<file path="src/rtl/demux4_slot_pkg.sv">
`default_nettype none
// ---------------------------------------------------------------------------
// demux4_slot_pkg : shared constants and channel decode for demux4_slot
// Revision 1.0
// ---------------------------------------------------------------------------
package demux4_slot_pkg;

  localparam int NCH    = 4;
  localparam int W_DEF  = 2;
  localparam int CW_DEF = 8;

  localparam logic [1:0] CH0 = 2'b00;
  localparam logic [1:0] CH1 = 2'b01;
  localparam logic [1:0] CH2 = 2'b10;
  localparam logic [1:0] CH3 = 2'b11;

  function automatic logic [NCH-1:0] ch_decode(input logic [1:0] sel);
    logic [NCH-1:0] onehot;
    onehot = '0;
    case (sel)
      CH0:     onehot[0] = 1'b1;
      CH1:     onehot[1] = 1'b1;
      CH2:     onehot[2] = 1'b1;
      CH3:     onehot[3] = 1'b1;
      default: onehot    = '0;
    endcase
    return onehot;
  endfunction

endpackage
`default_nettype wire

</file>
<file path="src/rtl/demux4_slot_if.sv">
`default_nettype none
// ---------------------------------------------------------------------------
// demux4_slot_if : producer bus plus four sink channels of demux4_slot
// Revision 1.0
// ---------------------------------------------------------------------------
interface demux4_slot_if
  import demux4_slot_pkg::*;
#(
  parameter int W  = W_DEF,
  parameter int CW = CW_DEF
);
  logic [W-1:0]             din;
  logic [1:0]               s;
  logic                     en;
  logic                     rdy;
  logic [NCH-1:0][W-1:0]    y;
  logic [NCH-1:0]           v;
  logic [NCH-1:0]           r;
  logic [NCH-1:0][CW-1:0]   cnt;

  modport master (output din, s, en, r, input rdy, y, v, cnt);
  modport slave  (input din, s, en, r, output rdy, y, v, cnt);
endinterface
`default_nettype wire

</file>
<file path="src/rtl/demux4_slot_slot.sv">
`default_nettype none
// ---------------------------------------------------------------------------
// demux_slot : single-entry output slot with valid flag and delivery counter
// Revision 1.0
// ---------------------------------------------------------------------------
module demux_slot #(
  parameter int W  = 2,
  parameter int CW = 8
) (
  input  wire logic          clk,
  input  wire logic          rst,
  input  wire logic          i_load,
  input  wire logic [W-1:0]  i_load_data,
  input  wire logic          i_sink_rdy,
  output logic               o_free,
  output logic [W-1:0]       o_y,
  output logic               o_v,
  output logic [CW-1:0]      o_cnt
);
  logic [W-1:0]  r_y;
  logic          r_v;
  logic [CW-1:0] r_cnt;
  logic          w_drain;

  assign w_drain = r_v & i_sink_rdy;
  assign o_free  = ~r_v | i_sink_rdy;

  // A reload in the draining cycle wins over the clear, so the slot never bubbles.
  always_ff @(posedge clk or posedge rst) begin
    if (rst) begin
      r_y   <= '0;
      r_v   <= 1'b0;
      r_cnt <= '0;
    end else begin
      if (i_load) begin
        r_y <= i_load_data;
        r_v <= 1'b1;
      end else if (w_drain) begin
        r_v <= 1'b0;
      end
      if (w_drain) begin
        r_cnt <= r_cnt + 1'b1;
      end
    end
  end

  assign o_y   = r_y;
  assign o_v   = r_v;
  assign o_cnt = r_cnt;
endmodule
`default_nettype wire

</file>
<file path="src/rtl/demux4_slot.sv">
`default_nettype none
// ---------------------------------------------------------------------------
// demux4_slot : registered 1-to-4 demultiplexer with per-channel handshake
// Revision 1.0
// ---------------------------------------------------------------------------
module demux4_slot
  import demux4_slot_pkg::*;
#(
  parameter int W  = W_DEF,
  parameter int CW = CW_DEF
) (
  input  wire logic         clk,
  input  wire logic         rst,
  demux4_slot_if.slave      bus
);
  logic [NCH-1:0]          w_sel;
  logic [NCH-1:0]          w_free;
  logic [NCH-1:0]          w_load;
  logic [NCH-1:0][W-1:0]   w_y;
  logic [NCH-1:0]          w_v;
  logic [NCH-1:0][CW-1:0]  w_cnt;

  assign w_sel   = ch_decode(bus.s);
  assign bus.rdy = w_free[bus.s];

  generate
    for (genvar g = 0; g < NCH; g++) begin : g_slot
      assign w_load[g] = bus.en & w_sel[g] & w_free[g];

      demux_slot #(
        .W  (W),
        .CW (CW)
      ) u_slot (
        .clk         (clk),
        .rst         (rst),
        .i_load      (w_load[g]),
        .i_load_data (bus.din),
        .i_sink_rdy  (bus.r[g]),
        .o_free      (w_free[g]),
        .o_y         (w_y[g]),
        .o_v         (w_v[g]),
        .o_cnt       (w_cnt[g])
      );
    end
  endgenerate

  assign bus.y   = w_y;
  assign bus.v   = w_v;
  assign bus.cnt = w_cnt;
endmodule
`default_nettype wire

</file>
<file path="src/flat_wrapper.sv">
// flat-port wrapper written by rule: the top's interface ports become plain ports
module demux4_slot_flat import demux4_slot_pkg::*;
#(
  parameter int W  = W_DEF,
  parameter int CW = CW_DEF
)
  (clk, rst, bus_din, bus_s, bus_en, bus_r, bus_rdy, bus_y, bus_v, bus_cnt);
  demux4_slot_if #(.W(W), .CW(CW)) bus_i ();
  input  wire logic clk;
  input  wire logic rst;
  input wire logic [$bits(bus_i.din)-1:0] bus_din;
  input wire logic [$bits(bus_i.s)-1:0] bus_s;
  input wire logic [$bits(bus_i.en)-1:0] bus_en;
  input wire logic [$bits(bus_i.r)-1:0] bus_r;
  output wire logic [$bits(bus_i.rdy)-1:0] bus_rdy;
  output wire logic [$bits(bus_i.y)-1:0] bus_y;
  output wire logic [$bits(bus_i.v)-1:0] bus_v;
  output wire logic [$bits(bus_i.cnt)-1:0] bus_cnt;
  assign bus_i.din = bus_din;
  assign bus_i.s = bus_s;
  assign bus_i.en = bus_en;
  assign bus_i.r = bus_r;
  assign bus_rdy = bus_i.rdy;
  assign bus_y = bus_i.y;
  assign bus_v = bus_i.v;
  assign bus_cnt = bus_i.cnt;
  demux4_slot #(.W(W), .CW(CW)) u_core (.clk(clk), .rst(rst), .bus(bus_i));
endmodule
</file>
<file path="config.mk">
export PLATFORM = sky130hd
export DESIGN_NAME = demux4_slot_flat
export DESIGN_NICKNAME = d
export VERILOG_FILES = /design/src/rtl/demux4_slot_pkg.sv /design/src/rtl/demux4_slot_if.sv /design/src/rtl/demux4_slot_slot.sv /design/src/rtl/demux4_slot.sv /design/src/flat_wrapper.sv
export SDC_FILE = /design/constraint.sdc
export NUM_CORES = 1
export LEC_CHECK = 0
export CAP_MARGIN = 0
export CORE_MARGIN = 4
export CORE_UTILIZATION = 50
export DETAILED_ROUTE_END_ITERATION = 16
export PLACE_DENSITY_LB_ADDON = 0.12
export SYNTH_ARGS = -nofsm -noshare
export SYNTH_HDL_FRONTEND = slang
export SYNTH_SLANG_ARGS = --single-unit
export TNS_END_PERCENT = 50
</file>
<file path="constraint.sdc">
create_clock -name clk -period 2.8 [get_ports clk]
set_clock_uncertainty 0.2 [all_clocks]
set_input_delay 0.7 -clock clk [delete_from_list [all_inputs] [get_ports clk]]
set_output_delay 0.7 -clock clk [all_outputs]
set_load 0.01 [all_outputs]
</file>
==> impl_metrics.py <==
metrics = {
    "floorplanning": {
        "die-area_sq_um": 4979,
        "dieHeight_um": 70.56,
        "start_util_pct": 52.66,
        "io_pins": 56,
        "placementRows": 22,
        "die_x_um": 70.56,
        "core_sq_um": 3716,
    },
    "logic_synthesis": {
        "synthFlopType": "dfrtp_1",
        "syn-cell-area_sq_um": 1957,
        "synth.distinct_cells": 23,
        "synth_top_family_by_area": "simple AND/OR/NAND/NOR gates",
        "ys_seq_elements": 44,
        "synth_top_area_share_pct": 56.27,
        "synth_mux_area_share_pct": 6.905,
        "synth_fa_ha_area_share_pct": 2.558,
        "async_flop_share_pct": 100.0,
        "synth_edf_count": 0,
        "syn_inst": 165,
        "synth_area_leaders": "dfrtp_1 56%, xnor2_1 8.1%, mux2_2 6.9%",
        "ys_warn_count": 0,
        "yosysTopAreaCell": "dfrtp_1",
        "yosysSeqAreaShare_pct": 56.27,
        "synth_xor_area_share_pct": 12.53,
        "synth_compound_area_share_pct": 2.558,
        "syn_nets": 180,
        "syn_area_per_cell_sq_um": 11.86,
        "synth-simple-area-share_pct": 15.54,
    },
    "clocking": {
        "cts_setup_buffers": 0,
        "clock-sinks": 44,
        "cts_made_buffers": 5,
        "cts_tree": "yes",
        "clk_latency_ns": 0.29,
        "htreeDepth": 2,
        "clockRootBuffer": "clkbuf_8",
        "clk_path_buf_depth": 2,
        "path_clk_slew_ns": 0.07,
    },
    "routing": {
        "wl_um": 4058,
        "highest_layer": "met4",
        "num_vias": 1403,
        "dr.pass1.iters": 4,
        "met3_wirelength_um": 192,
        "met1_length_um": 1676,
        "ant_nets": 0,
        "met2WireLength_um": 2111,
        "avgViaCountPerCell": 5.083,
        "route.detailed.drc": 0,
        "drt_iter0_drc": 61,
        "wl_per_cell_um": 14.70,
    },
    "cells_and_area": {
        "nets": 243,
        "utilization_pct": 72.36,
        "drive_gt1_share_pct": 13.60,
        "final_cell_count_no_fill": 276,
        "fillers": 273,
        "area_delta_synth_final_pct": 37.40,
        "diodes": 0,
    },
    "critical_path": {
        "crit_chain": "clkdlybuf4s50_1 > nand2b_1 > o21ai_0 > o21ai_1 > clkdlybuf4s15_1",
        "path_max_fanout": 2,
        "crit_arrival_ns": 1.84,
        "slowest_stage": "clkdlybuf4s50_1",
        "crit_path_start_kind": "input pin",
        "worst_ep_required_time_ns": 1.90,
        "cp-end-kind": "output port",
        "cpPeakStageDelay_ns": 0.49,
        "crit_type": "input pin to output port",
        "worstRegToRegCells": 4,
    },
    "timing": {
        "hold_violations": 0,
        "drv_slew": 0,
        "finalCriticalPeriod_ns": 2.735,
        "slew_headroom_pct": 50.29,
        "timing.hold.ws_ns": 0.2669,
        "tightest_slew_ns": 0.7411,
        "rsz0062_at_grt": "no",
        "timing.fmax_ghz": 0.3656,
        "setup-violations-final": 0,
        "period_share_pct": 97.69,
    },
    "global_route": {
        "grt_util_all_layers_pct": 17.52,
        "overflow": 0,
        "grt_pass1_wl_um": 6948,
        "first_global_vias": 1492,
        "antenna_found_initial": 0,
        "grt_max_degree": 26,
    },
    "worst_hold_path": {
        "min_path_cells": 1,
        "hp-class": "flop to flop",
    },
    "place": {
        "dp_cells": 269,
        "port_buffers": 55,
        "place_congestion": 0.8070,
        "place_hpwl_um": 3089,
    },
    "status": {
        "status": "complete, no violations",
    },
    "power": {
        "ir_drop_mv": 0.4885,
        "power.density_nw_per_um2": 770.9,
        "p_leak_nw": 1.197,
    },
    "flow_run": {
        "cap_violations": 0,
    },
}
[cell type report]
cell class              instances  area, sq um  area share (%)
flip-flops and latches         44         1101           40.95
multi-input cells             107        792.0           29.46
repair buffers                 61        605.6           22.52
clock buffers                   7        96.34           3.583
well taps                      48        60.06           2.234
inverters                       9        33.78           1.256
[Yosys cell counts (2+ instances only)]
cell type	n
o21ai_0	5
nand4_1	5
nand2b_1	2
mux2_2	12
nor3b_2	2
nand3b_1	3
nor2_1	6
a21oi_1	2
xnor2_1	18
buf_4	5
and4_1	3
ha_1	4
inv_1	9
nor3_1	4
dfrtp_1	44
nor4_2	2
nand3_1	8
nand2_1	16
and3_1	2
xor2_1	10
[timing repair]
action / in CTS / in global routing
gates cloned: 0 / 0
pin swaps: 0 / 1
hold buffers: 0 / 0
setup endpoints to repair: 1 / 1
resized for setup: 4 / 2
[worst max-delay path: cells and delay by family]
family,cells,cell delay (ns)
buf+inv,2,0.75
compound gates,2,0.25
simple gates,1,0.14
[final timing paths]
path / endpoint / startpoint / slack (ns)
max: bus_rdy / bus_r[0] / 0.06
min: u_core.g_slot[3].u_slot.o_cnt[7] / u_core.g_slot[3].u_slot.o_cnt[7] / 0.27
max reg2reg: u_core.g_slot[3].u_slot.o_cnt[6] / u_core.g_slot[3].u_slot.o_cnt[0] / 1.29
min reg2reg: u_core.g_slot[3].u_slot.o_cnt[7] / u_core.g_slot[3].u_slot.o_cnt[7] / 0.27
max in group asynchronous: u_core.g_slot[2].u_slot.o_y[1] / rst / 1.32
min in group asynchronous: u_core.g_slot[1].u_slot.o_v / rst / 0.55
[state kept, by name (all words and copies together), names as in the netlist]
name                        cells
u_core.g_slot.u_slot.o_cnt     32
u_core.g_slot.u_slot.o_y        8
u_core.g_slot.u_slot.o_v        4
[metrics by stage]
| step | setup WS (ns) | power (mW) | cell area, sq um | setup TNS [ns] |
|---|---|---|---|---|
| floorplan | 0.6440 | 1.256 | 1957 | 0 |
| global placement | -0.3509 | 1.639 | 2587 | -0.3509 |
| detailed placement | -0.4040 | 1.676 | 2587 | -0.4040 |
| CTS | 0.02346 | 2.097 | 2680 | 0 |
| global route | 0.01077 | 2.202 | 2689 | 0 |
| finish | 0.06470 | 2.073 | 2689 | 0 |
[logic make-up after synthesis]
| group | Yosys count |
|---|---|
| AND/OR/NAND/NOR | 54 |
| XOR/XNOR | 28 |
| buffers and inverters | 14 |
| adder cells (fa/ha/maj) | 4 |
| flip-flops | 44 |
| multiplexers | 12 |
| AO/OA/AOI/OAI | 9 |
[power by group]
group	total [mW]	switching, mW	internal, mW
combinational	0.690	0.270	0.420
sequential	0.968	0.177	0.792
clock	0.415	0.195	0.220
total	2.07	0.642	1.43
[cell usage in the layout (no fill, tap or decap), types with 5 or more instances in the layout]
cell             Yosys  routed
mux2_2              12      12
nand2_1             16      16
xor2_1              10      10
nand3_1              8       8
clkdlybuf4s50_1      0      52
inv_1                9       8
buf_4                5       5
dfrtp_1             44      44
nand4_1              5       5
xnor2_1             18      18
nor2_1               6       6
clkbuf_8             0       7
[routing by layer]
metal  vias to the layer above  global-route usage (%)
li1                        677                       -
met1                       676                   20.41
met2                        38                   31.39
met3                        12                   3.835
met4                         0                   6.889
met5                         -                       0
No activity file was read; power rests on OpenSTA's default activity.
